**config.mk**
```make
export PLATFORM = sky130hd
export DESIGN_NAME = dpd_adapt_sched
export DESIGN_NICKNAME = d
export VERILOG_FILES = /design/src/rtl/dpd_adapt_sched.sv
export SDC_FILE = /design/constraint.sdc
export NUM_CORES = 1
export LEC_CHECK = 0
export BUFFER_PORTS_ARGS = -buffer_cell sky130_fd_sc_hd__buf_2
export CAP_MARGIN = 20
export CORE_MARGIN = 3
export CORE_UTILIZATION = 44
export DETAILED_ROUTE_END_ITERATION = 8
export PLACE_DENSITY = 0.75
export SETUP_SLACK_MARGIN = 0.1
export SLEW_MARGIN = 20
export SYNTH_ARGS = -nofsm -noshare
export SYNTH_HDL_FRONTEND = slang
export SYNTH_SLANG_ARGS = --single-unit
```
**constraint.sdc**
```tcl
create_clock -name clk -period 2.45 [get_ports clk]
set_input_delay 0.1225 -clock clk [delete_from_list [all_inputs] [get_ports clk]]
set_output_delay 0.1225 -clock clk [all_outputs]
set_load 0.01 [all_outputs]
```
**src/rtl/dpd_adapt_sched.sv**
```systemverilog
// Adaptation-window sequencer for the dpd core: SETTLE -> ADAPT -> GAP -> SETTLE ...
// Optional magnitude guard on the ADAPT window enabled by defining ADAPT_MAG_GUARD_EN.
module dpd_adapt_sched #(
    parameter int unsigned SETTLE  = 540,
    parameter int unsigned WIN_LEN = 801,
    parameter int unsigned GAP_LEN = 1000,
    parameter int unsigned ITER_W  = 8
) (
    input  logic              clk,
    input  logic              reset_b,
    input  logic              start,
    input  logic              stop,
    input  logic              mode_cont,
    input  logic [ITER_W-1:0] num_iter,
    input  logic [19:0]       magn_pa,
    input  logic [19:0]       mag_thr,
    output logic              dpd_adapt,
    output logic              busy,
    output logic              done,
    output logic              abort,
    output logic [ITER_W-1:0] iter_cnt,
    output logic [1:0]        state
);

    localparam int unsigned MAX_SW  = (SETTLE > WIN_LEN) ? SETTLE : WIN_LEN;
    localparam int unsigned MAX_LEN = (MAX_SW > GAP_LEN) ? MAX_SW : GAP_LEN;
    localparam int unsigned CNT_W   = $clog2(MAX_LEN) + 1;

    typedef enum logic [1:0] {
        StIdle   = 2'd0,
        StSettle = 2'd1,
        StAdapt  = 2'd2,
        StGap    = 2'd3
    } state_e;

    state_e              r_state, w_state_d;
    logic [CNT_W-1:0]    r_cnt, w_cnt_d;
    logic [ITER_W-1:0]   r_iter, w_iter_d;
    logic [ITER_W-1:0]   r_num, w_num_d;
    logic                r_mode, w_mode_d;
    logic                r_done, w_done_d;
    logic                r_abort, w_abort_d;
    logic                r_adapt, r_busy;
    logic [ITER_W-1:0]   w_num_eff;
    logic                w_last_iter;
    logic                w_guard_trip;

    // num_iter of 0 runs a single window
    assign w_num_eff   = (r_num == '0) ? ITER_W'(1) : r_num;
    assign w_last_iter = ({1'b0, r_iter} + (ITER_W + 1)'(1)) >= {1'b0, w_num_eff};

`ifdef ADAPT_MAG_GUARD_EN
    assign w_guard_trip = (magn_pa > mag_thr);
`else
    logic w_unused;
    assign w_unused     = ^{magn_pa, mag_thr};
    assign w_guard_trip = 1'b0;
`endif

    always_comb begin
        w_state_d = r_state;
        w_cnt_d   = r_cnt;
        w_iter_d  = r_iter;
        w_num_d   = r_num;
        w_mode_d  = r_mode;
        w_done_d  = 1'b0;
        w_abort_d = 1'b0;
        unique case (r_state)
            StIdle: begin
                if (start && !stop) begin
                    w_state_d = StSettle;
                    w_cnt_d   = '0;
                    w_iter_d  = '0;
                    w_mode_d  = mode_cont;
                    w_num_d   = num_iter;
                end
            end
            StSettle: begin
                if (stop) begin
                    w_state_d = StIdle;
                    w_cnt_d   = '0;
                end else if (r_cnt == CNT_W'(SETTLE - 1)) begin
                    w_state_d = StAdapt;
                    w_cnt_d   = '0;
                end else begin
                    w_cnt_d = r_cnt + CNT_W'(1);
                end
            end
            StAdapt: begin
                if (stop) begin
                    w_state_d = StIdle;
                    w_cnt_d   = '0;
                    w_abort_d = 1'b1;
                end else if (w_guard_trip) begin
                    // window discarded; retried after the usual GAP and SETTLE
                    w_state_d = StGap;
                    w_cnt_d   = '0;
                    w_abort_d = 1'b1;
                end else if (r_cnt == CNT_W'(WIN_LEN - 1)) begin
                    w_iter_d = r_iter + ITER_W'(1);
                    w_cnt_d  = '0;
                    if (!r_mode && w_last_iter) begin
                        w_state_d = StIdle;
                        w_done_d  = 1'b1;
                    end else begin
                        w_state_d = StGap;
                    end
                end else begin
                    w_cnt_d = r_cnt + CNT_W'(1);
                end
            end
            StGap: begin
                if (stop) begin
                    w_state_d = StIdle;
                    w_cnt_d   = '0;
                end else if (r_cnt == CNT_W'(GAP_LEN - 1)) begin
                    w_state_d = StSettle;
                    w_cnt_d   = '0;
                end else begin
                    w_cnt_d = r_cnt + CNT_W'(1);
                end
            end
            default: w_state_d = StIdle;
        endcase
    end

    always_ff @(posedge clk) begin
        if (reset_b) begin
            r_state <= StIdle;
            r_cnt   <= '0;
            r_iter  <= '0;
            r_num   <= '0;
            r_mode  <= 1'b0;
            r_done  <= 1'b0;
            r_abort <= 1'b0;
            r_adapt <= 1'b0;
            r_busy  <= 1'b0;
        end else begin
            r_state <= w_state_d;
            r_cnt   <= w_cnt_d;
            r_iter  <= w_iter_d;
            r_num   <= w_num_d;
            r_mode  <= w_mode_d;
            r_done  <= w_done_d;
            r_abort <= w_abort_d;
            r_adapt <= (w_state_d == StAdapt);
            r_busy  <= (w_state_d != StIdle);
        end
    end

    assign dpd_adapt = r_adapt;
    assign busy      = r_busy;
    assign done      = r_done;
    assign abort     = r_abort;
    assign iter_cnt  = r_iter;
    assign state     = r_state;

endmodule

```
==> results of run 1 <==
-- how the worst max path moves through the flow --
stage	startpoint	end	cells after the start
floorplan	iter_cnt[1]	dpd_adapt	10
global placement	iter_cnt[1]	dpd_adapt	10
detailed placement	iter_cnt[1]	dpd_adapt	10
CTS	iter_cnt[1]	dpd_adapt	10
global route	iter_cnt[0]	dpd_adapt	10
finish	iter_cnt[0]	dpd_adapt	10
-- report_power, final --
| group | internal [mW] | leakage [nW] | switching, mW |
|---|---|---|---|
| Clock | 0.284 | 0.0575 | 0.201 |
| Combinational | 0.0397 | 0.678 | 0.0529 |
| Sequential | 0.559 | 0.278 | 0.00687 |
-- logic make-up after synthesis --
group	after synthesis
buffers and inverters	21
DFF	34
AOI/OAI and AO/OA	53
adders and majority gates	11
xor gates and xnor gates	6
and+or+nand+nor	105
-- routing by layer --
metal	vias to the layer above	share of wire (%)
met5	-	0
met4	0	1.8
met3	9	8.3
met2	63	44
met1	827	46
li1	907	-
-- worst max-delay path, stage by stage (launching register included) --
cell,delay (ns)
dfxtp_4,0.38
ha_4,0.14
and4_4,0.23
nand2_2,0.08
xnor2_2,0.15
ha_1,0.29
and4b_1,0.22
nand4_1,0.13
nand3_2,0.10
a221o_1,0.37
o21a_1,0.17
-- final cells by class --
class	instances	area [µm²]
Fill cell	353	1511
Multi-Input combinational cell	175	1171
Sequential cell	34	690.7
Timing Repair Buffer	43	261.5
Clock buffer	8	110.1
Tap cell	48	60.06
Inverter	13	48.80
-- flip-flops by register name, summed over array words and instances, names as in the netlist --
signal,flops
abort,1
busy,1
done,1
dpd_adapt,1
iter_cnt,8
r_cnt,11
r_mode,1
r_num,8
state,2
-- placed cells by master (no fill, tap or decap), types with 8 or more instances in the layout --
master / instances
nor2_1: 14
ha_1: 9
dfxtp_1: 30
nand3_1: 12
inv_1: 13
a21oi_1: 14
buf_4: 16
nand2_1: 35
buf_2: 26
nor3_1: 9
clkbuf_8: 8
-- stage by stage --
step                cells  hold slack [ns]
floorplan             230           0.1986
global placement      309           0.3642
detailed placement    309           0.3702
CTS                   319          0.05940
global route          321          0.06689
finish                321          0.06645
-- repair_timing --
| item | CTS | global route |
|---|---|---|
| pin swaps | 9 | 6 |
| setup endpoints to repair | 4 | 4 |
| resized for setup | 6 | 13 |
| setup buffers | 2 | 2 |
| cloned | 0 | 0 |
==> metrics.cfg, run 1 <==
[cts]
cts.clk_slew.worst_paths_ns = 0.07
htreeDepth = 2
cts.sinks = 34
cts_root_buffer = clkbuf_8
cts_buffers = 5
insertion_delay_ns = 0.29
clock_tree.buffer_depth = 2
cts_tree = yes
cts_hold_buf = 0

[placement]
place_ws_ns = -0.01964
dpl.hpwl_um = 3024
place_congestion = 0.8504
dpl_cell_area_um2 = 2108
io_buffers = 26

[grt]
grt_max_degree = 18
grt-ovfl-total = 0
met2_usage_pct = 25.85
antenna_found_initial = 0
grt_pass1_wl_um = 7017
grt_pass1_vias = 1579
grt.total_usage_pct = 17.53
busiest_layer = met2
use_met3_pct = 6.392
use_met1_pct = 22.93

[drt]
vias = 1806
first_pass_iters = 4
drt_drc_violations_left = 0
wl_per_cell_um = 13.68
drt_iter0_markers = 120
postRouteAntennaNets = 0
routed_wl_um = 4390
vias_per_cell = 5.626

[cells_and_area]
final_layout_size_suffix_gt1_share_pct = 27.11
postLayoutCoreUtil_pct = 60.78
finalInstanceArea_um2 = 2342
areaGrowthSynthToFinish_pct = 27.17
diodes = 0
nets = 336

[sta]
maxSlewHeadroom_pct = 39.76
finalSetupViolCount = 0
tightest_slew_ns = 0.8967
finalWorstSetupSlack_ns = 0.09001
hold_viol_final = 0
max_freq_mhz = 423.7
maxSlewViolCount = 0
post-route-period-util_pct = 96.33
rsz0062_at_grt = true
finalClockSkew_ns = 0.003030
fin_crit_ns = 2.360
finalSetupTns_ns = 0

[synthesis]
synth_top_family_by_area = simple AND/OR/NAND/NOR gates
synthSimpleGateAreaFrac_pct = 28.87
yosys_warnings = 0
synthXorXnorAreaFrac_pct = 2.853
synth_top_area_cell = dfxtp_1
synth_seq_area_share_pct = 36.96
synth-seq-cells = 34
syn_nets = 294
syn-cell-area_um2 = 1842
synth_top_flop_cell = dfxtp_1
netlist_top_cells_area = dfxtp_1 (37%), ha_1 (7.5%), nand2_1 (7.3%)
synthAdderAreaFrac_pct = 7.473
avgSynthCellArea_um2 = 8.008
synth-compound-area-share_pct = 19.02
synth_edf_count = 0
async_flop_share_pct = 0
yosys.cell_types.count = 46
synth_top_area_share_pct = 36.96
synth_most_common_cell = nand2_1
netlist_instances = 230
synthMuxAreaShare_pct = 0
ys_top_cells_by_count = nand2_1 (36), dfxtp_1 (34), nor2_1 (15)

[worst_hold_path]
min-delay-start = mode_cont
hold_depth = 3
worstHoldPathType = in -> reg
min_to = r_mode

[setup_path]
crit_path_max_fanout = 4
rr_startpoint = iter_cnt[0]
cp.required_ns = 2.63
r2r_cells = 10
timing.rr.end = dpd_adapt
cp-end-kind = flop
critPathKind = reg -> reg
reg2reg_setup_slack_ns = 0.09
cp.arrival_ns = 2.54
worstSetupStartpointType = flop

[floorplan]
initial_core_util_pct = 47.79
core-area_um2 = 3854
fp.dieW_um = 70.70
die_area_um2 = 4998
io_pins = 67
die_h_um = 70.70
row_count = 22

[flow_run]
maxCapViolations = 0

[power_and_ir_drop]
total_power_mw = 1.144
vdd_drop_max_v = 0.0001954
leakagePower_nw = 1.013
power.density_nw_per_um2 = 488.3

[run_status]
outcome = complete, no violations

Note: power is estimated with default switching activity, not from simulation.
==> run 2: changes to the inputs <==
CORE_UTILIZATION = 46   (was 44)
CTS_BUF_LIST = sky130_fd_sc_hd__clkbuf_4   (was default)
PLACE_DENSITY = 0.78   (was 0.75)
==> metrics.cfg, run 2 (synthesis gave the netlist of run 1 again) <==
[run_status]
outcome = complete, no violations  ; unchanged

[grt]
antenna_found_initial = 0  ; unchanged
grt.total_usage_pct = 18.07  ; was 17.53%
grt_max_degree = 18  ; unchanged
grt_pass1_vias = 1582  ; was 1579
grt-ovfl-total = 0  ; unchanged
grt_pass1_wl_um = 7113  ; was 7017 µm

[floorplan]
row_count = 22  ; unchanged
initial_core_util_pct = 48.84  ; was 47.79%
io_pins = 67  ; unchanged
core-area_um2 = 3771  ; was 3854 µm²
die_area_um2 = 4799  ; was 4998 µm²
fp.dieW_um = 69.28  ; was 70.70 µm
die_h_um = 69.28  ; was 70.70 µm

[drt]
drt_iter0_markers = 126  ; was 120
first_pass_iters = 4  ; unchanged
vias_per_cell = 5.641  ; was 5.626
vias = 1822  ; was 1806
routed_wl_um = 4530  ; was 4390 µm
postRouteAntennaNets = 0  ; unchanged
drt_drc_violations_left = 0  ; unchanged
wl_per_cell_um = 14.02  ; was 13.68 µm

[placement]
io_buffers = 26  ; unchanged
dpl.hpwl_um = 3045  ; was 3024 µm
place_inst = 309  ; unchanged
place_congestion = 0.8367  ; was 0.8504

[worst_hold_path]
worstHoldPathType = in -> reg  ; unchanged
hold_depth = 3  ; unchanged
min-delay-start = mode_cont  ; unchanged
min_to = r_mode  ; unchanged

[setup_path]
cp.arrival_ns = 2.60  ; was 2.54 ns
slowest_stage = dfxtp_4  ; unchanged
crit_path_max_fanout = 5  ; was 4
cp-end-kind = flop  ; unchanged
timing.rr.end = dpd_adapt  ; unchanged
r2r_cells = 10  ; unchanged
critPathKind = reg -> reg  ; unchanged
crit_chain = and3_4 -> nand3_4 -> buf_6 -> xnor2_2 -> ha_1 -> and4b_1 -> nand4_1 -> nand3_2 -> a221o_1 -> o21a_1  ; was ha_4 -> and4_4 -> nand2_2 -> xnor2_2 -> ha_1 -> and4b_1 -> nand4_1 -> nand3_2 -> a221o_1 -> o21a_1
cp.required_ns = 2.69  ; was 2.63 ns
slowest_delay_ns = 0.39  ; was 0.38 ns
rr_startpoint = iter_cnt[1]  ; was iter_cnt[0]
reg2reg_setup_slack_ns = 0.1  ; was 0.09 ns
worstSetupStartpointType = flop  ; unchanged

[cts]
cts_tree = yes  ; unchanged
cts_hold_buf = 0  ; unchanged
cts_root_buffer = clkbuf_4  ; was clkbuf_8
cts_buffers = 5  ; unchanged
cts.clk_slew.worst_paths_ns = 0.10  ; was 0.07 ns
htreeDepth = 2  ; unchanged
clock_tree.buffer_depth = 2  ; unchanged
insertion_delay_ns = 0.34  ; was 0.29 ns
cts.sinks = 34  ; unchanged

[sta]
finalSetupViolCount = 0  ; unchanged
tightest_slew_ns = 0.5029  ; was 0.8967 ns
max_freq_mhz = 425.0  ; was 423.7 MHz
maxSlewViolCount = 0  ; unchanged
rsz0062_at_grt = true  ; unchanged
finalClockSkew_ns = 0.009476  ; was 0.003030 ns
fin_crit_ns = 2.353  ; was 2.360 ns
maxSlewHeadroom_pct = 66.29  ; was 39.76%
finalSetupTns_ns = 0  ; unchanged
post-route-period-util_pct = 96.03  ; was 96.33%
hold_viol_final = 0  ; unchanged

[cells_and_area]
final_common_cell = nand2_1  ; unchanged
instances_no_fill = 323  ; was 321
fillers = 337  ; was 353
nets = 338  ; was 336
areaGrowthSynthToFinish_pct = 25.61  ; was 27.17%
layout_common_cells = nand2_1 (35), dfxtp_1 (30), buf_2 (26)  ; unchanged
registers.top_by_ff_count = r_cnt  ; unchanged
diodes = 0  ; unchanged
final_layout_size_suffix_gt1_share_pct = 28.00  ; was 27.11%
largest_register_ffs = 11  ; unchanged

[power_and_ir_drop]
vdd_drop_max_v = 0.0002348  ; was 0.0001954 V
power.density_nw_per_um2 = 434.1  ; was 488.3 nW/µm²
leakagePower_nw = 1.007  ; was 1.013 nW

[flow_run]
maxCapViolations = 0  ; unchanged

==> run 2: area by class of cell <==
class	instances	area, µm²	share of cell area, %
clock buffers	8	60.06	2.596
inverters	13	48.80	2.109
multi-input cells	175	1177	50.89
flip-flops and latches	34	690.7	29.85
well taps	48	60.06	2.596
repair buffers	45	276.5	11.95
==> run 2: critical path: cells and delay by family, from the launching register on <==
kind            cells  cell delay (ns)
buf+inv             1             0.14
xor+xnor            1             0.13
simple gates        5             0.78
flops               1             0.39
compound gates      2             0.51
fa+ha+maj           1             0.30
==> run 2: metrics by stage <==
| step | total power, mW | hold WS, ns | util, % | area (µm²) | worst slack, ns |
|---|---|---|---|---|---|
| floorplan | 0.6343 | 0.1986 | - | 1861 | 0.1106 |
| global placement | 0.6636 | 0.3656 | 55.91 | 2108 | 0.006662 |
| detailed placement | 0.6667 | 0.3719 | 55.91 | 2108 | -0.1037 |
| CTS | 1.016 | 0.007964 | 59.29 | 2236 | 0.05765 |
| global route | 1.041 | 0.01108 | 61.35 | 2313 | -0.005061 |
| finish | 1.004 | 0.009240 | 61.35 | 2313 | 0.09718 |
==> run 2: worst max path at each step <==
stage / cells past startpoint / startpoint / end
detailed placement: 10 / iter_cnt[1] / dpd_adapt
global placement: 10 / iter_cnt[1] / dpd_adapt
finish: 10 / iter_cnt[1] / dpd_adapt
CTS: 10 / iter_cnt[0] / dpd_adapt
floorplan: 10 / iter_cnt[1] / dpd_adapt
global route: 11 / iter_cnt[1] / busy
==> run 2: routing by layer <==
metal / share of wire (%) / vias up / GRT usage, % / wire, µm
met2: 45 / 64 / 28.07 / 2023
met5: 0 / - / 0 / 0
li1: - / 905 / - / -
met1: 46 / 844 / 23.67 / 2097
met4: 2.0 / 0 / 6.941 / 92
met3: 7.0 / 9 / 5.072 / 316
==> run 2: what timing repair did <==
action | 4_1_cts | 5_1_grt
resized for setup | 7 | 14
endpoints found under the setup margin | 3 | 9
setup buffers | 6 | 2
pin swaps | 9 | 9
==> run 2: where the power goes <==
part | switching (mW) | total [mW] | internal, mW
logic | 0.0580 | 0.106 | 0.0482
registers | 0.00727 | 0.566 | 0.559
clock network | 0.184 | 0.332 | 0.148
==> run 3: changes to the inputs <==
==> constraint.sdc (replaced) <==
create_clock -name clk -period 2.45 [get_ports clk]
set_input_delay 0.1225 -clock clk [delete_from_list [all_inputs] [get_ports clk]]
set_output_delay 0.1225 -clock clk [all_outputs]
set_load 0.1 [all_outputs]
==> metrics.cfg, run 3 (synthesis gave the netlist of run 1 again) <==
[cts]
clock_tree.buffer_depth = 2  ; unchanged
insertion_delay_ns = 0.34  ; about the same
htreeDepth = 2  ; unchanged
cts.sinks = 34  ; unchanged
cts_hold_buf = 0  ; unchanged
cts_tree = yes  ; unchanged
cts_root_buffer = clkbuf_4  ; unchanged
cts.clk_slew.worst_paths_ns = 0.10  ; about the same
cts_buffers = 5  ; unchanged

[setup_path]
critPathKind = reg -> reg  ; unchanged
r2r_cells = 11  ; was 10
cp.arrival_ns = 2.66  ; was 2.60 ns
crit_path_max_fanout = 5  ; unchanged
timing.rr.end = done  ; was dpd_adapt
rr_startpoint = iter_cnt[0]  ; was iter_cnt[1]
endpoint = done  ; was dpd_adapt
cp.required_ns = 2.70  ; was 2.69 ns
worstSetupStartpoint = iter_cnt[0]  ; was iter_cnt[1]
cp-end-kind = flop  ; unchanged
reg2reg_setup_slack_ns = 0.05  ; was 0.1 ns
worstSetupStartpointType = flop  ; unchanged

[power_and_ir_drop]
power.density_nw_per_um2 = 426.2  ; was 434.1 nW/µm²
leakagePower_nw = 0.9870  ; was 1.007 nW
vdd_drop_max_v = 0.0002099  ; was 0.0002348 V

[grt]
antenna_found_initial = 0  ; unchanged
grt_pass1_vias = 1562  ; was 1582
grt-ovfl-total = 0  ; unchanged
grt_max_degree = 18  ; unchanged
grt.total_usage_pct = 17.96  ; was 18.07%
grt_pass1_wl_um = 7141  ; was 7113 µm

[placement]
place_inst = 302  ; was 309
place_congestion = 0.8313  ; was 0.8367
place_ws_ns = 0.06838  ; was -0.1037 ns
dpl.hpwl_um = 2999  ; was 3045 µm
dpl_cell_area_um2 = 2091  ; was 2108 µm²
io_buffers = 26  ; unchanged

[floorplan]
fp.dieW_um = 69.28  ; unchanged
row_count = 22  ; unchanged
initial_core_util_pct = 48.84  ; unchanged
die_area_um2 = 4799  ; unchanged
core-area_um2 = 3771  ; unchanged
die_h_um = 69.28  ; unchanged
io_pins = 67  ; unchanged

[cells_and_area]
layout_common_cells = nand2_1 (35), buf_2 (26), dfxtp_1 (25)  ; was nand2_1 (35), dfxtp_1 (30), buf_2 (26)
diodes = 0  ; unchanged
areaGrowthSynthToFinish_pct = 25.41  ; was 25.61%
registers.top_by_ff_count = r_cnt  ; unchanged
finalInstanceArea_um2 = 2310  ; was 2313 µm²
postLayoutCoreUtil_pct = 61.25  ; was 61.35%
nets = 334  ; was 338
instances_no_fill = 319  ; was 323
largest_register_ffs = 11  ; unchanged
final_layout_size_suffix_gt1_share_pct = 28.78  ; was 28.00%
final_common_cell = nand2_1  ; unchanged

[drt]
vias = 1816  ; was 1822
drt_iter0_markers = 120  ; was 126
routed_wl_um = 4466  ; was 4530 µm
wl_per_cell_um = 14.00  ; was 14.02 µm
postRouteAntennaNets = 0  ; unchanged
first_pass_iters = 4  ; unchanged
vias_per_cell = 5.693  ; was 5.641
drt_drc_violations_left = 0  ; unchanged

[sta]
tightest_slew_ns = 0.5134  ; was 0.5029 ns
maxSlewHeadroom_pct = 65.59  ; was 66.29%
finalClockSkew_ns = 0.006916  ; was 0.009476 ns
maxSlewViolCount = 0  ; unchanged
fin_crit_ns = 2.403  ; was 2.353 ns
finalWorstSetupSlack_ns = 0.04665  ; was 0.09718 ns
rsz0062_at_grt = true  ; unchanged
finalSetupViolCount = 0  ; unchanged
post-route-period-util_pct = 98.10  ; was 96.03%
max_freq_mhz = 416.1  ; was 425.0 MHz
hold_viol_final = 0  ; unchanged
holdWs_ns = 0.01370  ; was 0.009240 ns

[flow_run]
maxCapViolations = 0  ; unchanged

[worst_hold_path]
min-delay-start = num_iter[1]  ; was mode_cont
worstHoldPathType = in -> reg  ; unchanged

[run_status]
outcome = complete, no violations  ; unchanged

## run 3: worst min-delay path by stage
stage / end / slack, ns / cells past startpoint
5_1_grt: r_num[2] / 0.0005 / 3
3_3_place_gp: r_num[1] / 0.36 / 3
4_1_cts: r_num[1] / 0.004 / 3
6_report: r_num[1] / 0.01 / 3
2_1_floorplan: abort / 0.20 / 1
3_5_place_dp: r_num[1] / 0.37 / 3
## run 3: worst max-delay path, stage by stage (launching register included)
cell	delay [ns]
dfxtp_4	0.40
ha_4	0.13
and4_4	0.24
nand2_4	0.08
xnor2_4	0.15
ha_1	0.30
and4b_1	0.23
nand4_1	0.19
buf_4	0.19
buf_4	0.12
buf_4	0.12
a31oi_1	0.18
## run 3: area by class of cell
class	instances	area, µm²
clock buffers	6	45.04
clock inverters	2	8.758
fillers	330	1461
inverters	13	48.80
multi-input cells	175	1197
flip-flops and latches	34	706.9
well taps	48	60.06
repair buffers	41	242.7
## run 3: timing repair
| action | 4_1_cts | 5_1_grt |
|---|---|---|
| resized for setup | 5 | 10 |
| setup endpoints to repair | 1 | 11 |
| pin swaps | 8 | 9 |
| setup buffers | 7 | 2 |
## run 3: through the flow
step | power (mW) | setup TNS [ns]
6_report | 0.9844 | 0
5_1_grt | 1.025 | -0.03681
4_1_cts | 0.9868 | 0
3_5_place_dp | 0.6711 | 0
3_3_place_gp | 0.6694 | 0
2_1_floorplan | 0.6399 | -0.02293
## run 3: routing by layer
| layer | vias to the layer above | global-route usage, % | wire [µm] |
|---|---|---|---|
| met3 | 14 | 4.493 | 259 |
| met2 | 60 | 28.07 | 2088 |
| li1 | 905 | - | - |
| met4 | 0 | 6.941 | 109 |
| met1 | 837 | 23.69 | 2009 |
| met5 | - | 0 | 0 |
## run 3: where the power goes
part           internal [mW]  leakage (nW)  total (mW)  switching [mW]
registers              0.555         0.281       0.562         0.00722
clock network          0.119        0.0331       0.304           0.185
logic                 0.0492         0.672       0.118          0.0692
total                  0.723         0.987       0.984           0.262
